<file path="src/rtl/coherence_bus_ctrl_rr_if.sv">
// Bus bundle between the coherence controller, the per-core L1 coherence
// logic and the L2 port. The slave modport is the controller's view.
interface coherence_bus_ctrl_rr_if #(
  parameter int CPUS       = 4,
  parameter int BLOCK_SIZE = 2
);
  localparam int DW = 32 * BLOCK_SIZE;

  logic [CPUS-1:0]               dREN;
  logic [CPUS-1:0]               dWEN;
  logic [CPUS-1:0][31:0]         daddr;
  logic [CPUS-1:0][DW-1:0]       dstore;
  logic [CPUS-1:0]               ccwrite;
  logic [CPUS-1:0]               ccsnoophit;
  logic [CPUS-1:0]               ccIsPresent;
  logic [CPUS-1:0]               ccdirty;
  logic [CPUS-1:0]               dwait;
  logic [CPUS-1:0][DW-1:0]       dload;
  logic [CPUS-1:0]               ccwait;
  logic [CPUS-1:0]               ccinv;
  logic [CPUS-1:0]               ccexclusive;
  logic [31:0]                   ccsnoopaddr;
  logic                          l2REN;
  logic                          l2WEN;
  logic [31:0]                   l2addr;
  logic [DW-1:0]                 l2store;
  logic [DW-1:0]                 l2load;
  logic [1:0]                    l2state;
  logic                          bus_error;

  modport slave (
    input  dREN, dWEN, daddr, dstore, ccwrite, ccsnoophit, ccIsPresent, ccdirty,
           l2load, l2state,
    output dwait, dload, ccwait, ccinv, ccexclusive, ccsnoopaddr,
           l2REN, l2WEN, l2addr, l2store, bus_error
  );

  modport master (
    output dREN, dWEN, daddr, dstore, ccwrite, ccsnoophit, ccIsPresent, ccdirty,
           l2load, l2state,
    input  dwait, dload, ccwait, ccinv, ccexclusive, ccsnoopaddr,
           l2REN, l2WEN, l2addr, l2store, bus_error
  );
endinterface

</file>
<file path="src/rtl/coherence_bus_ctrl_rr.sv">
// Snooping coherence bus controller: round-robin grant of CPUS L1 requesters onto
// one L2 port, with snoop broadcast, cache-to-cache transfer and L2 watchdog.
module coherence_bus_ctrl_rr #(
  parameter int CPUS       = 4,
  parameter int BLOCK_SIZE = 2,
  parameter int L2_TIMEOUT = 64
) (
  input  logic                   CLK,
  input  logic                   RST,
  coherence_bus_ctrl_rr_if.slave bus
);
  localparam int DW = 32 * BLOCK_SIZE;
  localparam int PW = $clog2(CPUS);

  localparam logic [2:0] S_IDLE          = 3'd0;
  localparam logic [2:0] S_SNOOP         = 3'd1;
  localparam logic [2:0] S_TRANSFER      = 3'd2;
  localparam logic [2:0] S_WMEM_TRANSFER = 3'd3;
  localparam logic [2:0] S_RMEM          = 3'd4;
  localparam logic [2:0] S_WMEM          = 3'd5;
  localparam logic [2:0] S_FIN           = 3'd6;

  localparam logic [1:0] L2_ACCESS = 2'd2;
  localparam logic [1:0] L2_ERROR  = 2'd3;

  logic [2:0]              r_state;
  logic [PW-1:0]           r_rr, r_req, r_resp;
  logic [31:0]             r_addr;
  logic                    r_ccwrite, r_excl;
  logic [DW-1:0]           r_buf;
  logic [15:0]             r_cnt;
  logic [CPUS-1:0][DW-1:0] r_dload;

  logic [CPUS-1:0] w_req, w_req_oh, w_hits, w_pres;
  logic            w_any;
  logic [PW-1:0]   w_grant, w_idx, w_resp;
  logic [PW:0]     w_sum;
  logic            w_l2wait, w_access, w_err, w_l2ren, w_l2wen;

  assign w_req    = bus.dREN | bus.dWEN;
  assign w_req_oh = {{(CPUS-1){1'b0}}, 1'b1} << r_req;
  assign w_hits   = bus.ccsnoophit  & ~w_req_oh;
  assign w_pres   = bus.ccIsPresent & ~w_req_oh;

  // Scan from r_rr upward with wrap; descending loop so the nearest index wins.
  always_comb begin
    w_any   = 1'b0;
    w_grant = '0;
    w_sum   = '0;
    w_idx   = '0;
    for (int i = CPUS-1; i >= 0; i--) begin
      w_sum = {1'b0, r_rr} + (PW+1)'(i);
      w_idx = (w_sum >= (PW+1)'(CPUS)) ? PW'(w_sum - (PW+1)'(CPUS)) : PW'(w_sum);
      if (w_req[w_idx]) begin
        w_any   = 1'b1;
        w_grant = w_idx;
      end
    end
  end

  always_comb begin
    w_resp = '0;
    for (int i = CPUS-1; i >= 0; i--)
      if (w_hits[i]) w_resp = PW'(i);
  end

  assign w_l2wait = (r_state == S_RMEM) || (r_state == S_WMEM) || (r_state == S_WMEM_TRANSFER);
  assign w_access = (bus.l2state == L2_ACCESS);
  assign w_err    = w_l2wait && !w_access &&
                    ((bus.l2state == L2_ERROR) || (r_cnt == 16'(L2_TIMEOUT-1)));

  always_ff @(posedge CLK or posedge RST) begin
    if (RST) begin
      r_state   <= S_IDLE;
      r_rr      <= '0;
      r_req     <= '0;
      r_resp    <= '0;
      r_addr    <= '0;
      r_ccwrite <= 1'b0;
      r_excl    <= 1'b0;
      r_buf     <= '0;
      r_cnt     <= '0;
      r_dload   <= '0;
    end else begin
      case (r_state)
        S_IDLE: if (w_any) begin
          r_req     <= w_grant;
          r_addr    <= bus.daddr[w_grant];
          r_ccwrite <= bus.ccwrite[w_grant];
          r_cnt     <= '0;
          if (bus.dWEN[w_grant]) begin
            r_excl  <= 1'b0;
            r_buf   <= bus.dstore[w_grant];
            r_state <= S_WMEM;
          end else begin
            r_state <= S_SNOOP;
          end
        end
        S_SNOOP: begin
          r_excl <= ~|w_pres | r_ccwrite;
          r_cnt  <= '0;
          if (|w_hits) begin
            r_resp  <= w_resp;
            r_state <= S_TRANSFER;
          end else begin
            r_state <= S_RMEM;
          end
        end
        S_TRANSFER: begin
          r_buf   <= bus.dstore[r_resp];
          r_cnt   <= '0;
          r_state <= bus.ccdirty[r_resp] ? S_WMEM_TRANSFER : S_FIN;
        end
        S_RMEM, S_WMEM, S_WMEM_TRANSFER: begin
          if (w_access) begin
            if (r_state == S_RMEM) r_buf <= bus.l2load;
            r_state <= S_FIN;
          end else if (w_err) begin
            r_buf   <= '0;
            r_state <= S_FIN;
          end else begin
            r_cnt <= r_cnt + 16'd1;
          end
        end
        S_FIN: begin
          r_dload[r_req] <= r_buf;
          r_rr           <= (r_req == PW'(CPUS-1)) ? '0 : r_req + PW'(1);
          r_state        <= S_IDLE;
        end
        default: r_state <= S_IDLE;
      endcase
    end
  end

  // Outputs decode straight from state so an async reset drops them at once.
  assign w_l2ren = (r_state == S_RMEM) && !w_err;
  assign w_l2wen = ((r_state == S_WMEM) || (r_state == S_WMEM_TRANSFER)) && !w_err;

  assign bus.l2REN       = w_l2ren;
  assign bus.l2WEN       = w_l2wen;
  assign bus.l2addr      = (w_l2ren || w_l2wen) ? r_addr : '0;
  assign bus.l2store     = w_l2wen ? r_buf : '0;
  assign bus.bus_error   = w_err;
  assign bus.dwait       = (r_state == S_FIN) ? ~w_req_oh : '1;
  assign bus.ccexclusive = ((r_state == S_FIN) && r_excl) ? w_req_oh : '0;
  assign bus.ccwait      = ((r_state == S_SNOOP) || (r_state == S_TRANSFER)) ? ~w_req_oh : '0;
  assign bus.ccinv       = ((r_state == S_SNOOP) && r_ccwrite) ? ~w_req_oh : '0;
  assign bus.ccsnoopaddr = ((r_state == S_SNOOP) || (r_state == S_TRANSFER)) ? r_addr : '0;

  always_comb begin
    for (int i = 0; i < CPUS; i++)
      bus.dload[i] = ((r_state == S_FIN) && (r_req == PW'(i))) ? r_buf : r_dload[i];
  end
endmodule

</file>
<file path="src/flat_wrapper.sv">
// flat-port wrapper written by rule: the top's interface ports become plain ports
module coherence_bus_ctrl_rr_flat 
#(
  parameter int CPUS       = 4,
  parameter int BLOCK_SIZE = 2,
  parameter int L2_TIMEOUT = 64
)
  (CLK, RST, bus_dREN, bus_dWEN, bus_daddr, bus_dstore, bus_ccwrite, bus_ccsnoophit, bus_ccIsPresent, bus_ccdirty, bus_l2load, bus_l2state, bus_dwait, bus_dload, bus_ccwait, bus_ccinv, bus_ccexclusive, bus_ccsnoopaddr, bus_l2REN, bus_l2WEN, bus_l2addr, bus_l2store, bus_bus_error);
  coherence_bus_ctrl_rr_if #(.CPUS(CPUS), .BLOCK_SIZE(BLOCK_SIZE)) bus_i ();
  input  logic CLK;
  input  logic RST;
  input wire logic [$bits(bus_i.dREN)-1:0] bus_dREN;
  input wire logic [$bits(bus_i.dWEN)-1:0] bus_dWEN;
  input wire logic [$bits(bus_i.daddr)-1:0] bus_daddr;
  input wire logic [$bits(bus_i.dstore)-1:0] bus_dstore;
  input wire logic [$bits(bus_i.ccwrite)-1:0] bus_ccwrite;
  input wire logic [$bits(bus_i.ccsnoophit)-1:0] bus_ccsnoophit;
  input wire logic [$bits(bus_i.ccIsPresent)-1:0] bus_ccIsPresent;
  input wire logic [$bits(bus_i.ccdirty)-1:0] bus_ccdirty;
  input wire logic [$bits(bus_i.l2load)-1:0] bus_l2load;
  input wire logic [$bits(bus_i.l2state)-1:0] bus_l2state;
  output wire logic [$bits(bus_i.dwait)-1:0] bus_dwait;
  output wire logic [$bits(bus_i.dload)-1:0] bus_dload;
  output wire logic [$bits(bus_i.ccwait)-1:0] bus_ccwait;
  output wire logic [$bits(bus_i.ccinv)-1:0] bus_ccinv;
  output wire logic [$bits(bus_i.ccexclusive)-1:0] bus_ccexclusive;
  output wire logic [$bits(bus_i.ccsnoopaddr)-1:0] bus_ccsnoopaddr;
  output wire logic [$bits(bus_i.l2REN)-1:0] bus_l2REN;
  output wire logic [$bits(bus_i.l2WEN)-1:0] bus_l2WEN;
  output wire logic [$bits(bus_i.l2addr)-1:0] bus_l2addr;
  output wire logic [$bits(bus_i.l2store)-1:0] bus_l2store;
  output wire logic [$bits(bus_i.bus_error)-1:0] bus_bus_error;
  assign bus_i.dREN = bus_dREN;
  assign bus_i.dWEN = bus_dWEN;
  assign bus_i.daddr = bus_daddr;
  assign bus_i.dstore = bus_dstore;
  assign bus_i.ccwrite = bus_ccwrite;
  assign bus_i.ccsnoophit = bus_ccsnoophit;
  assign bus_i.ccIsPresent = bus_ccIsPresent;
  assign bus_i.ccdirty = bus_ccdirty;
  assign bus_i.l2load = bus_l2load;
  assign bus_i.l2state = bus_l2state;
  assign bus_dwait = bus_i.dwait;
  assign bus_dload = bus_i.dload;
  assign bus_ccwait = bus_i.ccwait;
  assign bus_ccinv = bus_i.ccinv;
  assign bus_ccexclusive = bus_i.ccexclusive;
  assign bus_ccsnoopaddr = bus_i.ccsnoopaddr;
  assign bus_l2REN = bus_i.l2REN;
  assign bus_l2WEN = bus_i.l2WEN;
  assign bus_l2addr = bus_i.l2addr;
  assign bus_l2store = bus_i.l2store;
  assign bus_bus_error = bus_i.bus_error;
  coherence_bus_ctrl_rr #(.CPUS(CPUS), .BLOCK_SIZE(BLOCK_SIZE), .L2_TIMEOUT(L2_TIMEOUT)) u_core (.CLK(CLK), .RST(RST), .bus(bus_i));
endmodule
</file>
<file path="config.mk">
export PLATFORM = sky130hd
export DESIGN_NAME = coherence_bus_ctrl_rr_flat
export DESIGN_NICKNAME = d
export VERILOG_FILES = /design/src/rtl/coherence_bus_ctrl_rr_if.sv /design/src/rtl/coherence_bus_ctrl_rr.sv /design/src/flat_wrapper.sv
export SDC_FILE = /design/constraint.sdc
export NUM_CORES = 1
export LEC_CHECK = 0
export ABC_AREA = 1
export CAP_MARGIN = 40
export CORE_AREA = 2 2 340 342
export DETAILED_ROUTE_END_ITERATION = 16
export DIE_AREA = 0 0 342 344
export SYNTH_ARGS = -nofsm -noshare
export SYNTH_HDL_FRONTEND = slang
export SYNTH_SLANG_ARGS = --single-unit
</file>
<file path="constraint.sdc">
create_clock -name CLK -period 15.7 [get_ports CLK]
set_input_delay 3.14 -clock CLK [delete_from_list [all_inputs] [get_ports CLK]]
set_output_delay 3.14 -clock CLK [all_outputs]
set_load 0.05 [all_outputs]
</file>
==> results of run 1 <==
metal layers:
metal	track usage (%)	part of all wire [%]	vias to the layer above
met5	0	0.047	-
met4	8.24	4.4	8
met3	3.86	7.9	229
met2	29.4	44	1230
met1	25.5	43	11500
li1	-	-	11600
registers in the layout (all words and copies together), names as in the netlist:
signal            flops
u_core.r_addr        32
u_core.r_buf         64
u_core.r_ccwrite      1
u_core.r_cnt         16
u_core.r_dload      256
u_core.r_excl         1
u_core.r_req          2
u_core.r_resp         2
u_core.r_rr           2
u_core.r_state        3
cell families (layout without fill, tap and decap cells):
logic type,Yosys count,in the layout
fa+ha+maj,5,5
xor+xnor,4,4
simple gates,1598,1598
other cells,0,20
flops,379,379
buf+inv,532,1307
compound gates,592,592
worst max path at each step:
stage                  endpoint  slack [ps]      startpoint  cells after the start
4_1_cts         bus_l2store[17]        6890  bus_l2state[0]                      8
3_5_place_dp    bus_l2store[17]        6900  bus_l2state[0]                      8
2_1_floorplan  u_core.r_addr[0]        2030             RST                      1
3_3_place_gp      bus_l2addr[5]        6620  bus_l2state[1]                      8
5_1_grt         bus_l2store[21]        6780  bus_l2state[0]                      8
6_report        bus_l2store[17]        6820  bus_l2state[1]                      9
cells in the mapped netlist (all sizes together):
| cell type | count |
|---|---|
| a22oi | 7 |
| or2 | 13 |
| a221oi | 1 |
| xor2 | 3 |
| o21bai | 1 |
| clkinv | 1 |
| a211oi | 1 |
| o22ai | 4 |
| inv | 302 |
| nor3 | 9 |
| xnor2 | 1 |
| and3 | 1 |
| a21oi | 76 |
| a31oi | 2 |
| o21a | 1 |
| nand3 | 411 |
| ha | 5 |
| dfrtp | 379 |
| nor4 | 2 |
| clkbuf | 130 |
| a32o | 64 |
| a32oi | 1 |
| o211ai | 39 |
| nor2 | 190 |
| nand2 | 962 |
| a22o | 1 |
| o31ai | 9 |
| nor3b | 2 |
| o21ai | 385 |
| nand4 | 8 |
| buf | 99 |
cell type report:
class                   count  area (sq um)
repair buffers            918          9200
inverters                 303          1150
clock buffers              68          1380
well taps                1512          1890
fillers                 12300         80200
diodes                     20          50.0
flip-flops and latches    379          9490
multi-input cells        2199         10300
clock inverters            18           270
per-stage QoR:
step                worst slack [ps]  hold slack, ps
global placement                6620             462
CTS                             6890             481
detailed placement              6900             465
global route                    6780             501
finish                          6820             478
floorplan                       2030             442
layout by cell type (no fill, tap or decap), types with 3 or more instances in the layout:
| cell type | synthesis | layout |
|---|---|---|
| xor2_1 | 3 | 3 |
| a22oi_1 | 7 | 7 |
| bufinv_16 | 0 | 5 |
| clkbuf_1 | 130 | 9 |
| nand3_1 | 407 | 407 |
| a21oi_1 | 76 | 76 |
| or2_1 | 4 | 4 |
| nor2_1 | 189 | 188 |
| inv_1 | 292 | 290 |
| o211ai_1 | 39 | 39 |
| o21ai_0 | 370 | 370 |
| clkinv_2 | 0 | 9 |
| nand3_2 | 4 | 3 |
| buf_16 | 0 | 3 |
| o21ai_1 | 15 | 15 |
| clkbuf_16 | 0 | 47 |
| nand2_1 | 957 | 952 |
| nand4_1 | 8 | 8 |
| dfrtp_1 | 379 | 378 |
| clkbuf_8 | 0 | 12 |
| nor3_1 | 9 | 9 |
| ha_1 | 5 | 5 |
| nand2_4 | 1 | 6 |
| buf_12 | 0 | 4 |
| o31ai_1 | 9 | 9 |
| diode_2 | 0 | 20 |
| o22ai_1 | 4 | 4 |
| a32o_1 | 64 | 64 |
| inv_2 | 9 | 5 |
| clkinv_4 | 0 | 4 |
| buf_4 | 11 | 33 |
| clkdlybuf4s50_1 | 0 | 878 |
| or2_0 | 9 | 9 |
power breakdown:
| group | switching, mW | internal [mW] |
|---|---|---|
| combinational | 4.17 | 1.61 |
| clock | 0.471 | 0.694 |
| sequential | 0.183 | 1.35 |
worst register-to-register path: cells and delay by family, from the launching register on:
family                 cells  cell delay, ps
AOI/OAI and AO/OA          3             700
buffers and inverters      3            1530
DFF                        1             660
and+or+nand+nor            8            1760
==> results by group, run 1 <==
Synthesis
  – Avg Synthesized Cell Area: approximately 7.0 sq um
  – Total nets after synthesis: approximately 3.6k
  – Top post-synthesis cells by area: dfrtp_1, nand2_1, nand3_1
  – Synth warn: 0
  – Yosys reg bits: between 300 and 400
  – Post-synthesis mux area share: 0%
  – Post-synthesis compound-gate area fraction: 15.8%
  – Adder-cell share of the synthesized area: less than 1%
  – Post-Synth Simple-Gate Area: about 30%
  – Seq/Total Area, Yosys: 43.4%
  – Largest family of logic cells by synthesized area: simple AND/OR/NAND/NOR gates
  – Syn Std Cell Area: around 22000 sq um
  – Mapped Cells: approximately 3.1k
  – XOR/XNOR Fraction of Synth Area: less than 1%
  – Synth area leader: dfrtp_1
  – Post-synth top area share: a little over two fifths
  – Cell variety after synth: 42

Clock network
  – Max H-tree Level: 2
  – Root buf cell: clkbuf_16
  – Setup bufs post-CTS: 0
  – Post-CTS sizing: 0
  – Clk Latency, worst-skew pair: between 600 and 700 ps
  – TritonCTS buffer count: 47
  – CTS tree: yes
  – Clock Tree Buf Depth: 3
  – CTS clock-pin slew for the worst setup and hold paths: 50 ps
  – Number of hold buffers added after cts: 0
  – Clk sink count: about 380

Route
  – Via count: approximately 25k
  – Remaining DRCs: 0
  – Post-Route WL: roughly 120000 microns
  – Antenna-violating nets left: 0
  – Via density: approximately 4.5
  – Initial DRC Count: 2086
  – Pre-Repair DR Iteration Count: 6
  – Routed length per instance: around 22 microns

Floorplan
  – Starting Density: 19.2%
  – Die X: ~340 microns
  – Num ports: 879
  – Row cnt: 124
  – Die Area: between 100000 and 150000 sq um
  – Die Height: roughly 340 microns
  – Core area: about 110000 sq um

Timing
  – Max_slew headroom: between 30% and 40%
  – Highest clock rate: roughly 110 MHz
  – Clock skew: roughly 17 ps
  – Worst Max-Slew Pin Slew: 923 ps
  – Slew Limit Fails: 0
  – Setup_tns: 0 ps
  – Min Tclk post-route: a little under 9000 ps
  – Crit share post-route: between 50% and 60%
  – RSZ-0062 raised after global routing: false
  – Final Hold Viols: 0
  – Finish-stage setup viols: 0

Worst setup path
  – Critical Path Max Stage Delay: ~840 ps
  – Worst R2R End: u_core.r_addr[11]
  – R2r worst-path depth: 14
  – Crit path cell chain: clkdlybuf4s50_1, inv_1, nor2_1, inv_1, nand3_1, nand2_2, buf_4, nor2_1, clkdlybuf4s50_1
  – CP startpoint kind: primary input
  – CP delay by family, top: buffers and inverters
  – Register-to-register setup slack: around 11000 ps
  – Worst path slowest cell: clkdlybuf4s50_1
  – Worst Path Max Fanout: 65
  – Data required, critical path: 12560 ps
  – CP bufs+invs: 5
  – Worst r2r src: u_core.r_rr[0]
  – Nature of the critical path endpoint: primary output
  – WP data arrival: 5740 ps
  – WS Path Type: primary input to primary output

Final layout
  – Post-Layout Cell Count: between 5k and 6k
  – P&R area growth vs syn: 54.3%
  – Share of layout cells above drive strength 1: ~3.8%
  – Final core occ: between 20% and 30%
  – Final Cell Area: between 30000 and 40000 sq um
  – Nets: 4329

GRT
  – Largest net degree at the start of global routing: between 100 and 150
  – First-pass GRT wire length: about 170000 microns
  – Tot GR Track Use: between 10% and 20%
  – Vias in the first global route: 23.6k
  – Initial antenna violation count: 30
  – Grt total ovfl: 0

Min path
  – WHS Path Cells: 2
  – Beginning of the worst hold path: u_core.r_buf[51]
  – Hold EP: u_core.r_buf[51]
  – HP Class: register to register

Power and ir drop
  – Maximum vdd drop: roughly 0.00016 V
  – P_leak: 14.9 nW
  – Design Power: ~8.5 mW
  – Pwr/cell area: approximately 250 nW/um^2

Status
  – Status: complete, no violations

Place
  – Placed instance count: 5311
  – Dpl hpwl: between 80000 and 90000 microns
  – Final GP Congestion: 0.911
  – I/O Buffers: a little under 900
  – Dpl cell area: ~32000 sq um

Job
  – # Max-Cap Violations: 0
Note: power is estimated with default switching activity, not from simulation.
==> run 2: changes to the inputs <==
==> constraint.sdc (replaced) <==
create_clock -name CLK -period 9.1 [get_ports CLK]
set_input_delay 1.82 -clock CLK [delete_from_list [all_inputs] [get_ports CLK]]
set_output_delay 1.82 -clock CLK [all_outputs]
set_load 0.05 [all_outputs]
==> run 2 against run 1 <==
  * Clock power is 68% higher
  * Non-clock buffer count down 4
  * Sequential power is 69% higher
  * Sequential share of layout area is essentially flat
  * Via count up 0.87%
  * Total power grew 72%
  * Utilization about the same
  * Final cell count shrank 0.11%
==> results by group, run 2 (synthesis gave the netlist of run 1 again) <==
Power and ir drop
  – NetSw: 8.34 mW
  – Clock share of power: 13.5%
  – Combinational power share: a little under 70%
  – Maximum vdd drop: around 0.00025 V
  – Sequential share of power: 17.8%
  – Int Power: roughly 6.3 mW
  – Pwr/cell area: between 400 and 500 nW/um^2
  – Design Power: 14.6 mW
  – P_leak: about 15 nW
  – Switching Fraction: between 50% and 60%

Clock network
  – Post-CTS sizing: 0
  – CTS clock-pin slew for the worst setup and hold paths: roughly 60 ps
  – Setup bufs post-CTS: 0
  – Clock Tree Buf Depth: 3
  – Clk Latency, worst-skew pair: a little over 600 ps
  – Number of hold buffers added after cts: 0
  – Root buf cell: clkbuf_16
  – Max H-tree Level: 2
  – TritonCTS buffer count: between 40 and 50
  – Clk sink count: 379
  – CTS tree: yes

GRT
  – Grt total ovfl: 0
  – Largest net degree at the start of global routing: approximately 160
  – Initial antenna violation count: 31
  – Vias in the first global route: ~24k
  – First-pass GRT wire length: around 170000 microns
  – Tot GR Track Use: a little under a fifth

Final layout
  – P&R area growth vs syn: 54.0%
  – Share of layout cells above drive strength 1: under 10%
  – Commonest non-fill, non-tap cell in the layout: nand2_1
  – Most frequent cells in the layout: nand2_1, clkdlybuf4s50_1, nand3_1
  – Fillers: 12.3k
  – Nets: around 4.3k
  – Final core occ: 29.5%
  – Largest register by flop count: u_core.r_dload
  – Largest register FFs: 256
  – Largest regs: u_core.r_dload: 256 flops, u_core.r_buf: 64 flops, u_core.r_addr: 32 flops
  – Final Cell Area: roughly 34000 sq um
  – Register area: between 9000 and 10000 sq um
  – Area of the multi-input gates: roughly 10000 sq um

Worst setup path
  – Worst setup path endpoint: bus_l2store[13]
  – Nature of the critical path endpoint: primary output
  – Register-to-register setup slack: 4120 ps
  – Worst R2R End: u_core.r_buf[44]
  – CP startpoint kind: register
  – Worst Path Max Fanout: 65
  – WS Path Type: register to primary output
  – R2r worst-path depth: 16
  – Worst r2r src: u_core.r_rr[0]
  – Setup crit start: u_core.r_state[2]
  – Data required, critical path: 7280 ps
  – WP data arrival: 4650 ps

Timing
  – Crit share post-route: between 70% and 80%
  – Clock skew: roughly 21 ps
  – Final WS setup: about 2600 ps
  – Finish-stage setup viols: 0
  – Min Tclk post-route: approximately 6500 ps
  – Final Hold Viols: 0
  – Slew Limit Fails: 0
  – Highest clock rate: 155 MHz
  – RSZ-0062 raised after global routing: false
  – Setup_tns: 0 ps
  – Worst Max-Slew Pin Slew: 1020 ps
  – Max_slew headroom: a little under a third

Floorplan
  – Starting Density: around a fifth
  – Die X: between 300 and 400 microns
  – Row cnt: ~120
  – Die Area: between 100000 and 150000 sq um
  – Die Height: between 300 and 400 microns
  – Num ports: between 800 and 900
  – Core area: between 100000 and 150000 sq um

Place
  – Final GP Congestion: between 0.8 and 0.9
  – Dpl hpwl: ~86000 microns
  – Dpl cell area: ~32000 sq um
  – I/O Buffers: just under 900
  – Place WS: around 2400 ps

Route
  – Pre-Repair DR Iteration Count: 6
  – Via count: between 20k and 25k
  – Routed length per instance: ~22 microns
  – Post-Route WL: ~120000 microns
  – Via density: 4.59
  – Remaining DRCs: 0
  – Initial DRC Count: ~2.2k
  – Antenna-violating nets left: 0

Min path
  – Beginning of the worst hold path: u_core.r_buf[36]
  – WHS Path Cells: 2
  – HP Class: register to register

Job
  – # Max-Cap Violations: 0

Status
  – Status: complete, no violations
==> run 2: layout make-up <==
type	instances	area share, %
diodes	19	0.141
clock buffers	64	3.93
clock inverters	21	0.845
inverters	303	3.42
multi-input cells	2199	30.5
flip-flops and latches	379	28.2
well taps	1512	5.63
repair buffers	914	27.3
==> run 2: worst min path at each step <==
stage	slack, ps	to
finish	480	u_core.r_buf[36]
global route	510	u_core.r_buf[5]
CTS	480	u_core.r_buf[53]
detailed placement	460	u_core.r_buf[53]
global placement	460	u_core.r_buf[37]
floorplan	440	u_core.r_excl
==> run 2: routing by layer <==
| metal | vias up | track usage, % | wire, microns |
|---|---|---|---|
| li1 | 11700 | - | - |
| met2 | 1191 | 29.7 | 53000 |
| met3 | 172 | 4.07 | 9420 |
| met1 | 11800 | 25.5 | 50300 |
| met5 | - | 0 | 74 |
| met4 | 14 | 6.79 | 3580 |
==> run 2: power by group through the flow <==
stage	clock [mW]	combinational, mW	sequential, mW
global route	2.09	10.8	2.66
finish	1.97	10.0	2.60
floorplan	0	6.46	2.54
CTS	2.03	10.1	2.59
detailed placement	0	10.1	2.62
global placement	0	9.97	2.61
==> run 2: critical path: stages (launching register included) <==
cell,delay [ps]
dfrtp_1,430
nand2_1,110
inv_1,50
nor2_1,160
clkinv_2,550
nor2_2,750
nand3_1,320
nand2_2,120
buf_4,540
nor2_1,90
clkdlybuf4s50_1,740
==> run 2: metrics by stage <==
step / hold WS, ps / cells
after floorplan: 442 / 3110
after global placement: 462 / 5302
after detailed placement: 465 / 5307
after CTS: 482 / 5392
after global routing: 505 / 5406
final: 478 / 5411
